$ cat config.mk
export PLATFORM = sky130hd
export DESIGN_NAME = eth_header_parser_flat
export DESIGN_NICKNAME = d
export VERILOG_FILES = /design/src/rtl/eth_header_parser_if.sv /design/src/rtl/eth_header_parser.sv /design/src/flat_wrapper.sv
export SDC_FILE = /design/constraint.sdc
export NUM_CORES = 1
export LEC_CHECK = 0
export CAP_MARGIN = 30
export CORE_ASPECT_RATIO = 1.2
export CORE_UTILIZATION = 39
export DETAILED_ROUTE_END_ITERATION = 16
export GPL_TIMING_DRIVEN = 0
export HOLD_SLACK_MARGIN = 0.12
export PLACE_DENSITY = 0.74
export SYNTH_ARGS = -nofsm -noshare
export SYNTH_HDL_FRONTEND = slang
export SYNTH_SLANG_ARGS = --single-unit
$ cat constraint.sdc
create_clock -name clk -period 3 [get_ports clk]
set_input_delay 0.9 -clock clk [delete_from_list [all_inputs] [get_ports clk]]
set_output_delay 0.9 -clock clk [all_outputs]
set_load 0.05 [all_outputs]
$ cat src/rtl/eth_header_parser_if.sv
// Stream and header handshake bundle between the RX FIFO, the header parser and the ACL lookup stage.
interface eth_header_parser_if;
  logic [31:0] i_rx_data;
  logic [3:0]  i_rx_tkeep;
  logic        i_rx_tvalid;
  logic        i_rx_tlast;
  logic        o_rx_tready;
  logic [47:0] o_dest_mac;
  logic [47:0] o_src_mac;
  logic [15:0] o_ether_type;
  logic        o_hdr_valid;
  logic        i_hdr_ready;

  modport slave (
    input  i_rx_data, i_rx_tkeep, i_rx_tvalid, i_rx_tlast, i_hdr_ready,
    output o_rx_tready, o_dest_mac, o_src_mac, o_ether_type, o_hdr_valid
  );

  modport master (
    output i_rx_data, i_rx_tkeep, i_rx_tvalid, i_rx_tlast, i_hdr_ready,
    input  o_rx_tready, o_dest_mac, o_src_mac, o_ether_type, o_hdr_valid
  );
endinterface

$ cat src/rtl/eth_header_parser.sv
// Parses dest/src MAC and EtherType from a 32-bit big-endian frame stream, stalls until the
// header is accepted, then drains the payload and reports length, runt/giant and frame count.
module eth_header_parser #(
  parameter int unsigned MIN_FRAME_BYTES = 60,
  parameter int unsigned MAX_FRAME_BYTES = 1514,
  parameter int unsigned LEN_W           = 11
) (
  input  logic                 clk,
  input  logic                 rst_n,
  eth_header_parser_if.slave   bus,
  output logic                 o_frame_done,
  output logic [LEN_W-1:0]     o_frame_len,
  output logic                 o_err_runt,
  output logic                 o_err_giant,
  output logic [31:0]          o_frame_cnt
);

  localparam int unsigned HDR_BYTES = 14;

  typedef enum logic [1:0] {S_HDR, S_HDR_WAIT, S_PAYLOAD, S_DONE} state_t;

  state_t             state_q, state_d;
  logic [1:0]         widx_q, widx_d;
  logic [LEN_W-1:0]   len_q, len_d;
  logic [47:0]        dest_q, dest_d, src_q, src_d;
  logic [15:0]        type_q, type_d;
  logic               hdr_last_q, hdr_last_d;
  logic               tready_q, tready_d;
  logic               hdr_valid_q, hdr_valid_d;
  logic               frame_done_q, frame_done_d;
  logic [LEN_W-1:0]   frame_len_q, frame_len_d;
  logic               err_runt_q, err_runt_d;
  logic               err_giant_q, err_giant_d;
  logic [31:0]        frame_cnt_q, frame_cnt_d;

  logic               beat_c;
  logic               hdr_inc_c;
  logic [2:0]         beat_bytes_c;
  logic [LEN_W:0]     len_sum_c;
  logic [LEN_W-1:0]   len_sat_c;

  // Bytes contributed by the current beat; unlisted tkeep patterns count as a full word.
  always_comb begin
    beat_bytes_c = 3'd4;
    if (bus.i_rx_tlast) begin
      case (bus.i_rx_tkeep)
        4'b1111: beat_bytes_c = 3'd4;
        4'b1110: beat_bytes_c = 3'd3;
        4'b1100: beat_bytes_c = 3'd2;
        4'b1000: beat_bytes_c = 3'd1;
        4'b0000: beat_bytes_c = 3'd0;
        default: beat_bytes_c = 3'd4;
      endcase
    end
    len_sum_c = {1'b0, len_q} + (LEN_W+1)'(beat_bytes_c);
    len_sat_c = len_sum_c[LEN_W] ? {LEN_W{1'b1}} : len_sum_c[LEN_W-1:0];
  end

  assign beat_c = bus.i_rx_tvalid & tready_q;

  always_comb begin
    state_d      = state_q;
    widx_d       = widx_q;
    len_d        = len_q;
    dest_d       = dest_q;
    src_d        = src_q;
    type_d       = type_q;
    hdr_last_d   = hdr_last_q;
    hdr_inc_c    = 1'b0;
    frame_done_d = 1'b0;
    frame_len_d  = frame_len_q;
    err_runt_d   = err_runt_q;
    err_giant_d  = err_giant_q;
    frame_cnt_d  = frame_cnt_q;

    case (state_q)
      S_HDR: begin
        if (beat_c) begin
          len_d = len_sat_c;
          case (widx_q)
            2'd0: dest_d[47:16] = bus.i_rx_data;
            2'd1: begin
              dest_d[15:0]  = bus.i_rx_data[31:16];
              src_d[47:32]  = bus.i_rx_data[15:0];
            end
            2'd2: src_d[31:0] = bus.i_rx_data;
            default: type_d = bus.i_rx_data[31:16];
          endcase
          if (widx_q == 2'd3 && len_sat_c >= LEN_W'(HDR_BYTES)) begin
            state_d    = S_HDR_WAIT;
            hdr_last_d = bus.i_rx_tlast;
          end else if (bus.i_rx_tlast) begin
            state_d   = S_DONE;
            hdr_inc_c = 1'b1;
          end else begin
            widx_d = widx_q + 2'd1;
          end
        end
      end
      S_HDR_WAIT: begin
        if (bus.i_hdr_ready) begin
          state_d = hdr_last_q ? S_DONE : S_PAYLOAD;
        end
      end
      S_PAYLOAD: begin
        if (beat_c) begin
          len_d = len_sat_c;
          if (bus.i_rx_tlast) begin
            state_d = S_DONE;
          end
        end
      end
      default: begin
        state_d    = S_HDR;
        widx_d     = 2'd0;
        len_d      = '0;
        hdr_last_d = 1'b0;
      end
    endcase

    tready_d    = (state_d == S_HDR) || (state_d == S_PAYLOAD);
    hdr_valid_d = (state_d == S_HDR_WAIT);

    // Frame status is launched on entry to S_DONE so it lands one cycle after tlast.
    if (state_d == S_DONE && state_q != S_DONE) begin
      frame_done_d = 1'b1;
      frame_len_d  = len_d;
      err_runt_d   = (32'(len_d) < MIN_FRAME_BYTES) || hdr_inc_c;
      err_giant_d  = (32'(len_d) > MAX_FRAME_BYTES);
      frame_cnt_d  = frame_cnt_q + 32'd1;
    end
  end

  always_ff @(posedge clk or negedge rst_n) begin
    if (!rst_n) begin
      state_q      <= S_HDR;
      widx_q       <= 2'd0;
      len_q        <= '0;
      dest_q       <= '0;
      src_q        <= '0;
      type_q       <= '0;
      hdr_last_q   <= 1'b0;
      tready_q     <= 1'b0;
      hdr_valid_q  <= 1'b0;
      frame_done_q <= 1'b0;
      frame_len_q  <= '0;
      err_runt_q   <= 1'b0;
      err_giant_q  <= 1'b0;
      frame_cnt_q  <= '0;
    end else begin
      state_q      <= state_d;
      widx_q       <= widx_d;
      len_q        <= len_d;
      dest_q       <= dest_d;
      src_q        <= src_d;
      type_q       <= type_d;
      hdr_last_q   <= hdr_last_d;
      tready_q     <= tready_d;
      hdr_valid_q  <= hdr_valid_d;
      frame_done_q <= frame_done_d;
      frame_len_q  <= frame_len_d;
      err_runt_q   <= err_runt_d;
      err_giant_q  <= err_giant_d;
      frame_cnt_q  <= frame_cnt_d;
    end
  end

  assign bus.o_rx_tready  = tready_q;
  assign bus.o_dest_mac   = dest_q;
  assign bus.o_src_mac    = src_q;
  assign bus.o_ether_type = type_q;
  assign bus.o_hdr_valid  = hdr_valid_q;
  assign o_frame_done     = frame_done_q;
  assign o_frame_len      = frame_len_q;
  assign o_err_runt       = err_runt_q;
  assign o_err_giant      = err_giant_q;
  assign o_frame_cnt      = frame_cnt_q;

endmodule

$ cat src/flat_wrapper.sv
// flat-port wrapper written by rule: the top's interface ports become plain ports
module eth_header_parser_flat 
#(
  parameter int unsigned MIN_FRAME_BYTES = 60,
  parameter int unsigned MAX_FRAME_BYTES = 1514,
  parameter int unsigned LEN_W           = 11
)
  (clk, rst_n, o_frame_done, o_frame_len, o_err_runt, o_err_giant, o_frame_cnt, bus_i_rx_data, bus_i_rx_tkeep, bus_i_rx_tvalid, bus_i_rx_tlast, bus_i_hdr_ready, bus_o_rx_tready, bus_o_dest_mac, bus_o_src_mac, bus_o_ether_type, bus_o_hdr_valid);
  eth_header_parser_if bus_i ();
  input  logic clk;
  input  logic rst_n;
  output logic o_frame_done;
  output logic [LEN_W-1:0] o_frame_len;
  output logic o_err_runt;
  output logic o_err_giant;
  output logic [31:0] o_frame_cnt;
  input wire logic [$bits(bus_i.i_rx_data)-1:0] bus_i_rx_data;
  input wire logic [$bits(bus_i.i_rx_tkeep)-1:0] bus_i_rx_tkeep;
  input wire logic [$bits(bus_i.i_rx_tvalid)-1:0] bus_i_rx_tvalid;
  input wire logic [$bits(bus_i.i_rx_tlast)-1:0] bus_i_rx_tlast;
  input wire logic [$bits(bus_i.i_hdr_ready)-1:0] bus_i_hdr_ready;
  output wire logic [$bits(bus_i.o_rx_tready)-1:0] bus_o_rx_tready;
  output wire logic [$bits(bus_i.o_dest_mac)-1:0] bus_o_dest_mac;
  output wire logic [$bits(bus_i.o_src_mac)-1:0] bus_o_src_mac;
  output wire logic [$bits(bus_i.o_ether_type)-1:0] bus_o_ether_type;
  output wire logic [$bits(bus_i.o_hdr_valid)-1:0] bus_o_hdr_valid;
  assign bus_i.i_rx_data = bus_i_rx_data;
  assign bus_i.i_rx_tkeep = bus_i_rx_tkeep;
  assign bus_i.i_rx_tvalid = bus_i_rx_tvalid;
  assign bus_i.i_rx_tlast = bus_i_rx_tlast;
  assign bus_i.i_hdr_ready = bus_i_hdr_ready;
  assign bus_o_rx_tready = bus_i.o_rx_tready;
  assign bus_o_dest_mac = bus_i.o_dest_mac;
  assign bus_o_src_mac = bus_i.o_src_mac;
  assign bus_o_ether_type = bus_i.o_ether_type;
  assign bus_o_hdr_valid = bus_i.o_hdr_valid;
  eth_header_parser #(.MIN_FRAME_BYTES(MIN_FRAME_BYTES), .MAX_FRAME_BYTES(MAX_FRAME_BYTES), .LEN_W(LEN_W)) u_core (.clk(clk), .rst_n(rst_n), .bus(bus_i), .o_frame_done(o_frame_done), .o_frame_len(o_frame_len), .o_err_runt(o_err_runt), .o_err_giant(o_err_giant), .o_frame_cnt(o_frame_cnt));
endmodule
==> results.cfg, run 1 <==
[outcome]
status = complete, but fails checks
violations = negative setup slack

[worst_setup_path]
end_kind = register
arrival_ns = 4.08
start_kind = input pin
path_class = in -> reg
crit_fanout = 8
r2r_cells = 13
cp.required_ns = 3.36

[final_layout]
fill_cells = 1591
final_area_um2 = 11570
final_cell_mix = clkdlybuf4s50_1, dfrtp_1, mux2_2, nand2_1, nor2_1
antenna_cells = 0
final_util = 0.5921
num-nets-final = 933
drive_gt1_frac = 0.2873
layout_commonest_cell = clkdlybuf4s50_1
area_delta_synth_final_pct = 48.95

[die]
ioPinCount = 201
rows = 56
die_w_um = 130.9
die_y_um = 156.6
core_um2 = 19550
dieArea_um2 = 20500
initial_core_util = 0.3975

[cts]
clk_latency_ns = 0.42
cts_tree = yes
clk_path_buf_depth = 2
htreeDepth = 4
cts_hold_buf = 0
clk_pin_slew_worst_paths_ns = 0.08
clkSinkCount = 176
root_buffer = clkbuf_16
cts_buffers = 17

[pwr]
p_per_area_nw_per_um2 = 1069
p_leak_uw = 0.005247
total_power_uw = 12380
vdd_drop_max_v = 0.0006186

[detailed_routing]
drc = 0
via_per_inst = 5.072
antenna_left = 0
drt_pass1_iterations = 4
routed_wl_um = 20680
wl_per_cell_um = 17.95
num_vias = 5843
first_iter_violations = 318

[timing]
finClkSkew_ns = 0.009516
slew_headroom = 0.3992
final.min_clock_period_ns = 3.724
fin_crit_sh = 1.241
worstMarginPinSlew_ns = 0.8993
hold_violations = 0
timing.hold.ws_ns = 0.4130
rsz0062_at_grt = true
max_freq_ghz = 0.2685
setup-tns-final_ns = -32.89
fin_ws_ns = -0.7244
maxSlewViolCount = 0
setup_viol = 54

[synthesis]
synth.avg_cell_area_um2 = 12.47
ys_warn_count = 0
synth_seq_area_share = 0.5667
synth-edff-count = 0
synthesis.area_um2 = 7771
synth_flop_cell = dfrtp_1
synth_fp_nets = 678
ys_types = 58
synth_cells = 623
async_flop_share = 1.000
yosys_register_bits = 176

[global_route]
antenna_found_initial = 0
grt_pass1_wl_um = 31320
grt_max_degree = 100
grt_pass1_vias = 5735
grtUsageTotal = 0.2001
grt_overflow = 0

[hold_path]
min_path_type = in -> async

[placement]
numPortBuffers = 200
gp_congestion = 0.9140
post_dp_cell_area_um2 = 10150
dp_hpwl_um = 14090

[job]
maxCapViolations = 0
-- area by class of cell --
cell class	instances	area (um2)	area share
sequential	176	4404	0.3805
multi-input combinational	405	3585	0.3097
timing repair buffer	236	2434	0.2102
clock buffer	18	429.2	0.03708
tap	261	326.6	0.02821
buffer	27	181.4	0.01567
clock inverter	14	151.4	0.01308
inverter	15	63.81	0.005513
-- Yosys cell counts (all sizes together) (3+ instances only) --
| master | count | area (um2) |
|---|---|---|
| xor2 | 15 | 131.4 |
| inv | 15 | 56.30 |
| a21oi | 14 | 70.07 |
| nor4 | 9 | 75.08 |
| nand2 | 58 | 217.7 |
| nand3 | 14 | 70.07 |
| o21ai | 23 | 115.1 |
| nand4 | 14 | 102.6 |
| ha | 13 | 162.7 |
| nor2 | 27 | 101.4 |
| dfrtp | 176 | 4404 |
| a31oi | 4 | 25.02 |
| a21o | 4 | 30.03 |
| and2 | 5 | 31.28 |
| a2111oi | 5 | 62.56 |
| o211ai | 3 | 22.52 |
| xnor2 | 19 | 166.4 |
| clkbuf | 7 | 26.28 |
| o22ai | 4 | 25.02 |
| nor2b | 3 | 18.77 |
| nor3 | 15 | 105.1 |
| and3 | 12 | 75.07 |
| mux2 | 113 | 1272 |
| buf | 20 | 116.4 |
-- report_power, final --
part | total, uW | internal, uW | switching (uW)
clock | 2190 | 1180 | 1010
sequential | 3550 | 3130 | 426
combinational | 6630 | 2440 | 4190
-- through the flow --
stage / setup WS, ns / std cells
after floorplan: -0.8318 / 623
after CTS: -0.7123 / 1138
after global placement: -6.314 / 1084
final: -0.7244 / 1152
after global routing: -0.8749 / 1152
after detailed placement: -1.979 / 1085
-- path summary, 6_finish.rpt --
kind,start,endpoint,slack (ns)
setup / recovery,bus_i_rx_tkeep[0],u_core.o_err_runt,-0.72
hold / removal,rst_n,u_core.bus.o_src_mac[26],0.41
setup reg to reg,u_core.len_q[0],u_core.o_frame_cnt[28],-0.33
hold reg to reg,u_core.o_frame_cnt[31],u_core.o_frame_cnt[31],0.48
max in group asynchronous,rst_n,u_core.bus.o_dest_mac[1],1.69
min in group clk,u_core.o_frame_cnt[31],u_core.o_frame_cnt[31],0.48
-- registers in the layout, summed over array words and instances (netlist names), 2 cells and up --
name                     cells
u_core.len_q                11
u_core.o_frame_len          11
u_core.o_frame_cnt          32
u_core.widx_q                2
u_core.bus.o_ether_type     16
u_core.bus.o_src_mac        48
u_core.bus.o_dest_mac       48
u_core.state_q               2
-- routing by layer --
layer  global-route usage  routed length (um)  up-vias
li1                     -                   -     2742
met1               0.2562                8674     2919
met2               0.3384               10880      152
met3              0.03726                 711       30
met4              0.06513                 414        0
met5                    0                   0        -
-- worst max-delay path, cell delays in order --
cell	delay, ns
buf_2	0.11
nor2b_4	0.13
buf_6	0.11
nand2_1	0.05
ha_1	0.29
buf_6	0.14
a21oi_2	0.23
and2_1	0.28
nor2_1	0.10
nor4_1	0.71
a2111oi_2	0.23
o41ai_1	0.56
mux2_4	0.24
-- logic make-up after synthesis --
family | share of synthesized area
compound gates | 0.06086
xor+xnor | 0.03832
fa+ha+maj | 0.02351
buf+inv | 0.02560
flops | 0.5667
mux | 0.1663
simple gates | 0.1187
-- repair_timing --
| item | in CTS | in global routing |
|---|---|---|
| setup buffers | 18 | 13 |
| endpoints found under the setup margin | 64 | 56 |
| resized for setup | 86 | 46 |
| cloned | 3 | 0 |
| endpoints found under the hold margin | 0 | 0 |
| pin swaps | 48 | 34 |
Note: power is estimated with default switching activity, not from simulation.
==> inputs of run 2 (changes only) <==
--- a/config.mk
+++ b/config.mk
@@ -15,3 +15,4 @@
 export SYNTH_ARGS = -nofsm -noshare
 export SYNTH_HDL_FRONTEND = slang
 export SYNTH_SLANG_ARGS = --single-unit
+export TNS_END_PERCENT = 100
==> constraint.sdc (replaced) <==
create_clock -name clk -period 3.3 [get_ports clk]
set_input_delay 0.99 -clock clk [delete_from_list [all_inputs] [get_ports clk]]
set_output_delay 0.99 -clock clk [all_outputs]
set_load 0.05 [all_outputs]
==> results.cfg, run 2 (same netlist as run 1, synthesis figures left out) <==
[outcome]
status = complete, but fails checks
violations = negative setup slack

[final_layout]
antenna_cells = 0
regArea_um2 = 4404
num-nets-final = 922
layout_commonest_cell = clkdlybuf4s50_1
drive_gt1_frac = 0.2557
fill_cells = 1574
final_cells = 1141
final_cell_mix = clkdlybuf4s50_1, dfrtp_1, mux2_2, nand2_1, nor2_1
area_delta_synth_final_pct = 45.23
multi_input_area_um2 = 3450

[cts]
clkSinkCount = 176
clk_pin_slew_worst_paths_ns = 0.07
htreeDepth = 4
cts_tree = yes
clk_latency_ns = 0.44
clk_path_buf_depth = 2
cts_buffers = 17
root_buffer = clkbuf_16

[pwr]
p_leak_uw = 0.005138
p_per_area_nw_per_um2 = 985.6
vdd_drop_max_v = 0.0005450
total_power_uw = 11120

[timing]
fin_ws_ns = -0.4678
max_freq_ghz = 0.2654
final.min_clock_period_ns = 3.768
fin_crit_sh = 1.142
rsz0062_at_grt = true
hold_violations = 0
worstMarginPinSlew_ns = 0.7744
setup_viol = 49
slew_headroom = 0.4825
finClkSkew_ns = 0.01880
maxSlewViolCount = 0

[placement]
dp.cells = 1085
dp_hpwl_um = 14170
gp_congestion = 0.8816
numPortBuffers = 200

[detailed_routing]
drc = 0
antenna_left = 0
routed_wl_um = 20130
wl_per_cell_um = 17.64
first_iter_violations = 290
via_per_inst = 5.077
drt_pass1_iterations = 4
num_vias = 5793

[die]
dieArea_um2 = 20500
die_y_um = 156.6
die_w_um = 130.9
core_um2 = 19550
rows = 56
initial_core_util = 0.3975
ioPinCount = 201

[global_route]
grt_overflow = 0
antenna_found_initial = 0
grt_max_degree = 105
grt_pass1_wl_um = 31120
grt_pass1_vias = 5724
grtUsageTotal = 0.2011

[worst_setup_path]
path_class = in -> reg
cp.required_ns = 3.65
start_kind = input pin
end_kind = register
arrival_ns = 4.12
crit_fanout = 7
r2r_cells = 12

[hold_path]
hold_path_depth = 1
min_path_type = reg -> reg

[job]
maxCapViolations = 0
==> run 2: cell types whose count changed in the layout (fill, tap and decap cells not counted), sizes merged <==
cell      previous run  this run
bufinv               1         0
clkinv               5         7
clkinvlp             1         0
buf                 61        50
==> run 2: what timing repair did <==
action,4_1_cts,5_1_grt
endpoints found under the setup margin,63,52
buffers inserted,17,3
pin swaps,52,18
hold buffers,0,0
cloned,3,0
resized for setup,97,5
==> run 2: report_power, final <==
group          internal (uW)  switching [uW]
Combinational           2150            3750
Clock                   1020             987
Sequential              2840             380
==> run 2: layout make-up <==
cell class | instances | share of cell area
clock inverter | 14 | 0.01441
inverter | 15 | 0.005654
buffer | 27 | 0.01608
tap | 261 | 0.02894
sequential | 176 | 0.3902
multi-input combinational | 405 | 0.3057
clock buffer | 18 | 0.03803
timing repair buffer | 225 | 0.2010
==> run 2: metal layers <==
layer,part of all wire,routed length (um),vias up,global-route usage
met3,0.038,773,35,0.04205
met4,0.024,477,0,0.08210
li1,-,-,2709,-
met1,0.42,8372,2906,0.2504
met5,0,0,-,0
met2,0.52,10510,143,0.3371
==> run 2: final timing paths <==
check / from / end / slack [ns]
max reg2reg: u_core.len_q[0] / u_core.o_frame_cnt[19] / 0
max: bus_i_rx_tlast / u_core.o_frame_cnt[19] / -0.47
max in group asynchronous: rst_n / u_core.len_q[9] / 1.89
min reg2reg: u_core.o_frame_cnt[31] / u_core.o_frame_cnt[31] / 0.46
min: u_core.o_frame_cnt[31] / u_core.o_frame_cnt[31] / 0.46
min in group asynchronous: rst_n / u_core.bus.o_dest_mac[42] / 0.50
==> run 2: critical path, cell delays in order <==
cell	delay [ns]
buf_6	0.11
nor2b_4	0.13
and3_4	0.15
ha_4	0.16
fa_2	0.40
buf_4	0.17
o21ai_4	0.14
a2111oi_4	0.08
a2111oi_2	0.27
o2111ai_2	0.22
o2111a_2	0.33
a211o_1	0.34
buf_12	0.17
nor4_4	0.27
xor2_1	0.18
==> run 2: per-stage QoR <==
stage | TNS [ns] | util | worst slack, ns | hold slack (ns) | instance area (um2)
final | -19.40 | 0.5773 | -0.4678 | 0.4625 | 11290
after global routing | -23.46 | 0.5773 | -0.5568 | 0.4885 | 11290
after CTS | -20.70 | 0.5743 | -0.4945 | 0.4673 | 11230
after detailed placement | -102.34 | 0.5186 | -1.992 | 0.4568 | 10140
after global placement | -1184.44 | 0.5170 | -6.157 | 0.4608 | 10110
after floorplan | -27.92 | - | -0.6353 | 0.4898 | 7777
